--- src/rtl/clk_div_pkg.sv ---
// Purpose : shared definitions for the clock-enable / divided-clock generator.
// Latency : n/a (types and constants only).
// Backpressure: n/a.
// Contents: DIV_W_DEF (default divisor width), div_t (divisor word at default width).
package clk_div_pkg;

   localparam int DIV_W_DEF = 16;

   typedef logic [DIV_W_DEF-1:0] div_t;

endpackage

--- src/rtl/clk_div_gen_if.sv ---
// Purpose : control/status bundle between a divider client and clk_div_gen.
// Latency : n/a (wires only).
// Backpressure: none; every status output is free-running and sampled each cycle.
// Signals : en/load/div_val/sync driven by the master; clk_out/tick/pend driven by the slave.
interface clk_div_gen_if import clk_div_pkg::*; #(
   parameter int CHANNELS = 4,
   parameter int DIV_W    = DIV_W_DEF
);

   logic [CHANNELS-1:0]       en;
   logic [CHANNELS-1:0]       load;
   logic [CHANNELS*DIV_W-1:0] div_val;
   logic                      sync;
   logic [CHANNELS-1:0]       clk_out;
   logic [CHANNELS-1:0]       tick;
   logic [CHANNELS-1:0]       pend;

   modport master (
      output en, load, div_val, sync,
      input  clk_out, tick, pend
   );

   modport slave (
      input  en, load, div_val, sync,
      output clk_out, tick, pend
   );

endinterface

--- src/rtl/clk_div_chan.sv ---
// Purpose : one divider channel: phase counter, active/pending divisor, registered outputs.
// Latency : outputs registered; en/sync sampled high gives tick one cycle later.
// Backpressure: none; a load while running is parked in div_pnd until the period boundary.
// Ports   : clk, rst (sync, active-high), en, load, div_val, sync in; clk_out, tick, pend out.
module clk_div_chan import clk_div_pkg::*; #(
   parameter int DIV_W = DIV_W_DEF
) (
   input  logic             clk,
   input  logic             rst,
   input  logic             en,
   input  logic             load,
   input  logic [DIV_W-1:0] div_val,
   input  logic             sync,
   output logic             clk_out,
   output logic             tick,
   output logic             pend
);

   localparam logic [DIV_W-1:0] ONE = {{(DIV_W-1){1'b0}}, 1'b1};

   logic [DIV_W-1:0] phase_q, phase_d;
   logic [DIV_W-1:0] div_act_q, div_act_d;
   logic [DIV_W-1:0] div_pnd_q, div_pnd_d;
   logic             pend_q, pend_d;
   logic             run_q, run_d;
   logic             wrap;
   logic             apply;

   // run_q is 1 only when div_act_q != 0, so the N-1 compare never underflows
   // while it matters.
   assign wrap = (phase_q == div_act_q - ONE);

   // Every case that restarts the period also commits the divisor:
   //  - en low      : channel stops, pending value applied immediately
   //  - sync        : forced restart at phase 0
   //  - not running : channel was stopped last cycle (first cycle after en rises)
   //  - wrap        : natural period boundary
   // A load coinciding with any of these is the newest value and wins over
   // div_pnd, so it is applied directly rather than parked.
   assign apply = !en || sync || !run_q || wrap;

   always_comb begin
      phase_d   = phase_q;
      div_act_d = div_act_q;
      div_pnd_d = div_pnd_q;
      pend_d    = pend_q;

      if (apply) begin
         if (load) begin
            div_act_d = div_val;
         end else if (pend_q) begin
            div_act_d = div_pnd_q;
         end
         pend_d  = 1'b0;
         phase_d = '0;
      end else begin
         phase_d = phase_q + ONE;
         if (load) begin
            div_pnd_d = div_val;
            pend_d    = 1'b1;
         end
      end

      run_d = en && (div_act_d != '0);
      if (!run_d) begin
         phase_d = '0;
      end
   end

   always_ff @(posedge clk) begin
      if (rst) begin
         phase_q   <= '0;
         div_act_q <= '0;
         div_pnd_q <= '0;
         pend_q    <= 1'b0;
         run_q     <= 1'b0;
         clk_out   <= 1'b0;
         tick      <= 1'b0;
      end else begin
         phase_q   <= phase_d;
         div_act_q <= div_act_d;
         div_pnd_q <= div_pnd_d;
         pend_q    <= pend_d;
         run_q     <= run_d;
         // Outputs are derived from next-state so they line up with phase_q.
         clk_out   <= run_d && (phase_d < (div_act_d >> 1));
         tick      <= run_d && (phase_d == '0);
      end
   end

   assign pend = pend_q;

endmodule

--- src/rtl/clk_div_gen.sv ---
// Purpose : multi-channel programmable clock-enable / divided-clock generator.
// Latency : all outputs registered; en or sync sampled high gives tick one cycle later.
// Backpressure: none; divisor changes wait for the channel's period boundary (pend shows it).
// Ports   : clk, rst (sync, active-high); bus (clk_div_gen_if.slave) carries en/load/div_val/sync
//           in and clk_out/tick/pend out, one bit (or DIV_W-bit slice) per channel.
module clk_div_gen import clk_div_pkg::*; #(
   parameter int CHANNELS = 4,
   parameter int DIV_W    = DIV_W_DEF
) (
   input  logic         clk,
   input  logic         rst,
   clk_div_gen_if.slave bus
);

   logic [CHANNELS-1:0] clk_out_w;
   logic [CHANNELS-1:0] tick_w;
   logic [CHANNELS-1:0] pend_w;

   genvar i;
   generate
      for (i = 0; i < CHANNELS; i++) begin : g_chan
         clk_div_chan #(
            .DIV_W (DIV_W)
         ) u_chan (
            .clk     (clk),
            .rst     (rst),
            .en      (bus.en[i]),
            .load    (bus.load[i]),
            .div_val (bus.div_val[i*DIV_W +: DIV_W]),
            .sync    (bus.sync),
            .clk_out (clk_out_w[i]),
            .tick    (tick_w[i]),
            .pend    (pend_w[i])
         );
      end
   endgenerate

   assign bus.clk_out = clk_out_w;
   assign bus.tick    = tick_w;
   assign bus.pend    = pend_w;

endmodule

--- src/flat_wrapper.sv ---
// flat-port wrapper written by rule: the top's interface ports become plain ports
module clk_div_gen_flat import clk_div_pkg::*;
#(
   parameter int CHANNELS = 4,
   parameter int DIV_W    = DIV_W_DEF
)
  (clk, rst, bus_en, bus_load, bus_div_val, bus_sync, bus_clk_out, bus_tick, bus_pend);
  clk_div_gen_if #(.CHANNELS(CHANNELS), .DIV_W(DIV_W)) bus_i ();
  input  logic clk;
  input  logic rst;
  input wire logic [$bits(bus_i.en)-1:0] bus_en;
  input wire logic [$bits(bus_i.load)-1:0] bus_load;
  input wire logic [$bits(bus_i.div_val)-1:0] bus_div_val;
  input wire logic [$bits(bus_i.sync)-1:0] bus_sync;
  output wire logic [$bits(bus_i.clk_out)-1:0] bus_clk_out;
  output wire logic [$bits(bus_i.tick)-1:0] bus_tick;
  output wire logic [$bits(bus_i.pend)-1:0] bus_pend;
  assign bus_i.en = bus_en;
  assign bus_i.load = bus_load;
  assign bus_i.div_val = bus_div_val;
  assign bus_i.sync = bus_sync;
  assign bus_clk_out = bus_i.clk_out;
  assign bus_tick = bus_i.tick;
  assign bus_pend = bus_i.pend;
  clk_div_gen #(.CHANNELS(CHANNELS), .DIV_W(DIV_W)) u_core (.clk(clk), .rst(rst), .bus(bus_i));
endmodule
--- config.mk ---
export PLATFORM = sky130hd
export DESIGN_NAME = clk_div_gen_flat
export DESIGN_NICKNAME = d
export VERILOG_FILES = /design/src/rtl/clk_div_pkg.sv /design/src/rtl/clk_div_gen_if.sv /design/src/rtl/clk_div_chan.sv /design/src/rtl/clk_div_gen.sv /design/src/flat_wrapper.sv
export SDC_FILE = /design/constraint.sdc
export NUM_CORES = 1
export LEC_CHECK = 0
export CAP_MARGIN = 20
export CORE_MARGIN = 1.5
export CORE_UTILIZATION = 45
export DETAILED_ROUTE_END_ITERATION = 7
export PLACE_DENSITY_LB_ADDON = 0.25
export SETUP_SLACK_MARGIN = 0.5
export SYNTH_ARGS = -nofsm -noshare
export SYNTH_HDL_FRONTEND = slang
export SYNTH_SLANG_ARGS = --single-unit
--- constraint.sdc ---
create_clock -name clk -period 5.3 [get_ports clk]
set_input_delay 1.06 -clock clk [delete_from_list [all_inputs] [get_ports clk]]
set_output_delay 1.06 -clock clk [all_outputs]
set_load 0.05 [all_outputs]
Word level (Yosys, flattened, before mapping)
Cells that the tools add are included.
{"block": "totals", "register_bits": 208, "inputBits": 75, "out_inout_bits": 12}
{"block": "classes", "n_addsub": 8, "order_cmp": 4, "n_eq_ne": 4, "mux": 20, "bitwise_logic": 4, "n_reduce_logical": 48}
{"cell": "$mux W16", "count": 20}
{"cell": "$add A16 B1 Y16 const B", "count": 4}
{"cell": "$eq A16 B16 Y1", "count": 4}
{"cell": "$logic_not A16 Y1", "count": 4}
{"cell": "$lt A16 B15 Y1", "count": 4}
{"cell": "$reduce_bool A16 Y1", "count": 4}
{"cell": "$sub A16 B1 Y16 const B", "count": 4}
{"cell": "$logic_and A1 B1 Y1", "count": 12}
{"cell": "$logic_or A1 B1 Y1", "count": 12}
{"cell": "$logic_not A1 Y1", "count": 8}
{"cell": "$reduce_and A2 Y1", "count": 4}
{"cell": "$reduce_or A2 Y1", "count": 4}
{"cell": "$not A1 Y1", "count": 4}

Depth between registers and ports, before layout
{"block": "depth", "word_depth": 10, "mapped_depth": 25}

By module
Synthesis repeated with hierarchy kept, for this count alone.
{"block": "unflattened", "cells_unflattened": 1769, "hier_area_um2": 14292.5}
{"module": "clk_div_chan (u_core.g_chan[1].u_chan ...)", "n_inst": 2, "cells_each": 445, "area_per_inst_um2": 3538.4, "seq_area_each_um2": 1041.0}
{"module": "clk_div_chan (u_core.g_chan[3].u_chan)", "n_inst": 1, "cells_each": 444, "area_per_inst_um2": 3642.2, "seq_area_each_um2": 1041.0}
{"module": "clk_div_chan (u_core.g_chan[0].u_chan)", "n_inst": 1, "cells_each": 435, "area_per_inst_um2": 3573.4, "seq_area_each_um2": 1041.0}

Least setup slack after synthesis
No wires, ideal clock.
{"block": "synth_timing", "path_kind": "register -> register", "startpoint": "reg u_core.g_chan[1].u_chan.div_act_q[0]", "endpoint": "reg u_core.g_chan[1].u_chan.clk_out", "setup_ps": 92, "t_arrival_ps": 4654, "required_ps": 5208, "path_slack_ps": 554, "path_stages_with_launch": 24, "synth_period_minus_slack_ps": 4746, "path_cell_list": "dfxtp_1 > clkbuf_1 > inv_1 > ha_1 > or4b_1 > a21oi_1 > o2111ai_1 > a211oi_1 > nand4_2 > or3b_1 > o311ai_2 > o2111ai_2 > nor4_4 > buf_6 > nor3_1 > ha_1 > a21o_1 > a21o_1 > a21oi_1 > nor4b_1 > o21ai_0 > a21oi_1 > a311oi_1 > nor4_1"}
{"block": "synth_via", "elab_chain_len": 9}
{"element": "start: declaration", "line": "clk_div_chan.sv:22", "rtl": "logic [DIV_W-1:0] div_act_q, div_act_d;"}
{"element": "start signal: assignment", "line": "clk_div_chan.sv:81", "rtl": "div_act_q <= div_act_d;"}
{"element": "$sub A16 B1 Y16", "line": "clk_div_chan.sv:31", "rtl": "assign wrap = (phase_q == div_act_q - ONE);"}
{"element": "$eq A16 B16 Y1", "line": "clk_div_chan.sv:31"}
{"element": "$logic_or A1 B1 Y1", "line": "clk_div_chan.sv:40", "rtl": "assign apply = !en || sync || !run_q || wrap;"}
{"element": "$mux W16", "line": "clk_div_chan.sv:48", "rtl": "if (apply) begin"}
{"element": "$reduce_bool A16 Y1", "line": "clk_div_chan.sv:64", "rtl": "run_d = en && (div_act_d != '0);"}
{"element": "$logic_and A1 B1 Y1", "line": "clk_div_chan.sv:64"}
{"element": "$mux W16 (*)", "line": "clk_div_chan.sv:65", "rtl": "if (!run_d) begin"}
{"element": "net u_core.g_chan[1].u_chan.phase_d[5]", "line": "clk_div_chan.sv:21", "rtl": "logic [DIV_W-1:0] phase_q, phase_d;"}
{"element": "$lt A16 B15 Y1 (*)", "line": "clk_div_chan.sv:86", "rtl": "clk_out <= run_d && (phase_d < (div_act_d >> 1));"}
{"element": "$logic_and A1 B1 Y1 (*)", "line": "clk_div_chan.sv:86"}
{"element": "end signal: assignment", "line": "clk_div_chan.sv:86"}
{"element": "end: declaration", "line": "clk_div_chan.sv:14", "rtl": "output logic clk_out,"}
The timed path passes the listed nets; every way through them passes the cells marked *.
A chain may end at the register's enable or synchronous reset.

Final worst setup path
{"block": "layout_timing", "startpoint": "reg u_core.g_chan[1].u_chan.div_act_q[1]", "endpoint": "reg u_core.g_chan[1].u_chan.clk_out"}
The elaborated chain is that of the path after synthesis.

==> out/summary.txt <==
status: completed
library cells used by synthesis: 90
relative slew slack: 31.2%
grt ovf: 0
P&R area growth vs syn: 16.2%
CTS tree: yes
clock buffer depth: 3
pwr dens: 256 nW/um^2
core area: 30500 um^2
Vias: 12.9k
Lkg Pwr: 6.17 nW
most frequent cells in the layout: nor2_1 (284), dfxtp_1 (204), nand2_1 (135)
DP Cell Count: 2162
CTS Buf Count: 26
vias in the first global route: 12.0k
Post-Synthesis Cells: 1793
All-Layer GR Usage: 23.6%
Core Rows: 64
met2 wire len: 17.6 mm
Max Used Layer: met4
Post-synth ARST share: 0%
Synth Register Bits: 208
worst-path maximum fanout: 4
area fraction of the dominant cell type after synthesis: 29.9%
Post-Synthesis Net Count: 1932
antenna-violating nets left: 0
1st-iter DRT viols: 864
max-slew violations: 0
crit path time final: 4.75 ns
Die X: 179 um
register area share after synthesis: 29.9%
layout cells sized above 1: 9.85%
WP data required: 5.74 ns
clock skew: 0.00998 ns
non-filler instance count after layout: 2233
cell breakdown of the critical path: inv_4 -> ha_4 -> or4b_4 -> a21oi_2 -> o2111ai_2 -> a211oi_2 -> nand4_2 -> buf_6 -> or3b_4 -> o311ai_4 -> o2111ai_2 -> nor4_4 -> buf_6 -> buf_4 -> nor3_2 -> ha_1 -> a21o_1 -> a21oi_2 -> nor4b_4 -> o21ai_1 -> a21oi_1 -> a311oi_2 -> nor4_2
crit path kind: flop to flop
DR vias/cell: 5.79
fmax: 0.211 GHz
top cells by area, synth: dfxtp_1 (30%), nor2_1 (7.7%), ha_1 (5.8%)
Final Cycle Share: 89.6%
CP peak stage delay: 0.47 ns
dominant cell type by area after synthesis: dfxtp_1
Hold-fix buffers, CTS: 0
CP startpoint kind: flop
slowest stage cell on the critical path: or4b_4
Routed WL: 38.8 mm
clock latency on the worst-skew pair: 0.53 ns
commonest non-fill, non-tap cell in the layout: nor2_1
Syn Std Cell Area: 13900 um^2
CTS Sinks: 208
hold_ws: 0.455 ns
Die H: 179 um
arrival time worst endpoint: 5.19 ns
initial antenna violation count: 0
Clk pin slew, worst setup/hold paths: 0.06 ns
DIE AREA: 32000 um^2
Final Hold Fails: 0
max-cap viol count: 0
setup TNS: 0 ns
# nets final: 1957
yosys warns: 0
CP Capture Type: flop
Avg Cell Area, Syn: 7.76 um^2
VDD IR-drop max: 0.265 mV
Worst Max-Slew Pin Slew: 1.03 ns
placed wire-length estimate: 28.3 mm
CP delay by family, top: simple AND/OR/NAND/NOR gates
port buffer count: 86
Antenna Cells: 0
GP Congestion: 0.964
htree depth: 1
commonest register cell after synthesis: dfxtp_1
total I/O pin count: 87
Starting Density: 45.6%
largest net degree at the start of global routing: 72
CTS root buf: clkbuf_16
per-cell routed wire length: 17.4 um
RSZ-0062 raised after global routing: yes
EDFF count, synth: 0
routed wl met3: 1.92 mm
Worst Path Buf+Inv: 4
Hold Path Class: flop to flop
final setup violation count: 0
first-pass GRT wire length: 61.7 mm
detailed-router iteration count before antenna repair: 5
WL met1: 18.5 mm
Remaining DRCs: 0
## area by class of cell
cell class	instances	area [um^2]
sequential	208	4170
fill	2875	14300
clock buffer	37	743
tap	396	495
multi-input combinational	1387	9140
inverter	51	194
clock inverter	10	100
timing repair buffer	144	1320
## sequential cells by signal, summed over array words and instances, names as in the netlist
signal	count
u_core.g_chan.u_chan.run_q	4
u_core.g_chan.u_chan.div_act_q	64
u_core.g_chan.u_chan.clk_out	4
u_core.g_chan.u_chan.phase_q	64
u_core.g_chan.u_chan.pend	4
u_core.g_chan.u_chan.div_pnd_q	64
u_core.g_chan.u_chan.tick	4
## metal layers
layer  vias up  track usage, %
met5         -               0
met4         0            6.11
met3        61            2.93
met2       350            38.7
met1      6103            32.6
li1       6421               -
## worst paths after layout
check	start	endpoint	slack, ns	cells past startpoint
setup / recovery	u_core.g_chan[1].u_chan.div_act_q[1]	u_core.g_chan[1].u_chan.clk_out	0.55	23
hold / removal	u_core.g_chan[2].u_chan.div_pnd_q[9]	u_core.g_chan[2].u_chan.div_pnd_q[9]	0.45	2
setup reg to reg	u_core.g_chan[1].u_chan.div_act_q[1]	u_core.g_chan[1].u_chan.clk_out	0.55	23
hold reg to reg	u_core.g_chan[2].u_chan.div_pnd_q[9]	u_core.g_chan[2].u_chan.div_pnd_q[9]	0.45	2
## worst register-to-register path: stages, from the launching register on
cell	delay, ns
dfxtp_4	0.36
inv_4	0.07
ha_4	0.13
or4b_4	0.47
a21oi_2	0.17
o2111ai_2	0.15
a211oi_2	0.19
nand4_2	0.19
buf_6	0.18
or3b_4	0.37
o311ai_4	0.08
o2111ai_2	0.18
nor4_4	0.44
buf_6	0.18
buf_4	0.12
nor3_2	0.04
ha_1	0.32
a21o_1	0.18
a21oi_2	0.17
nor4b_4	0.22
o21ai_1	0.10
a21oi_1	0.15
a311oi_2	0.07
nor4_2	0.14
## cells in the mapped netlist (47+ instances only)
library cell    n
nand2_1       136
o21ai_0        47
dfxtp_1       208
mux2i_1        64
nor3_1         70
a21oi_1        92
xnor2_1        78
xor2_1         58
inv_1          50
clkbuf_1       98
nand3_1        52
ha_1           64
nor2_1        284
## through the flow
stage	area (um^2)	total power, mW	util [%]	worst slack, ns
after floorplan	13900	2.14	-	0.554
after global routing	16200	4.31	53.0	0.340
after CTS	15800	4.14	51.8	0.420
after detailed placement	14900	2.36	48.7	0.0791
final	16200	4.14	53.0	0.551
after global placement	14900	2.35	48.7	0.133
## kinds of logic (layout without fill, tap and decap cells)
kind of cell               Yosys count  after routing  share of synthesized area (%)
adders and majority gates           64             64                           5.75
muxes                               74             74                           5.44
and+or+nand+nor                    782            782                           28.2
DFF                                208            208                           29.9
xor gates and xnor gates           136            136                           8.56
buffers and inverters              200            242                           6.32
AOI/OAI and AO/OA                  329            331                           15.8
## power breakdown
part | switching (mW) | leakage (nW) | internal, mW | total (mW)
Sequential | 0.0831 | 1.70 | 1.61 | 1.69
Combinational | 0.370 | 4.05 | 0.309 | 0.679
Clock | 0.697 | 0.422 | 1.07 | 1.76
Total | 1.15 | 6.17 | 2.99 | 4.14
## what timing repair did
item,4_1_cts,5_1_grt
pin swaps,6,19
gates resized for setup,13,57
gates cloned,1,1
endpoints found under the hold margin,0,0
setup endpoints to repair,3,4
buffers inserted,5,17
Power figures use the tool's default switching activity.
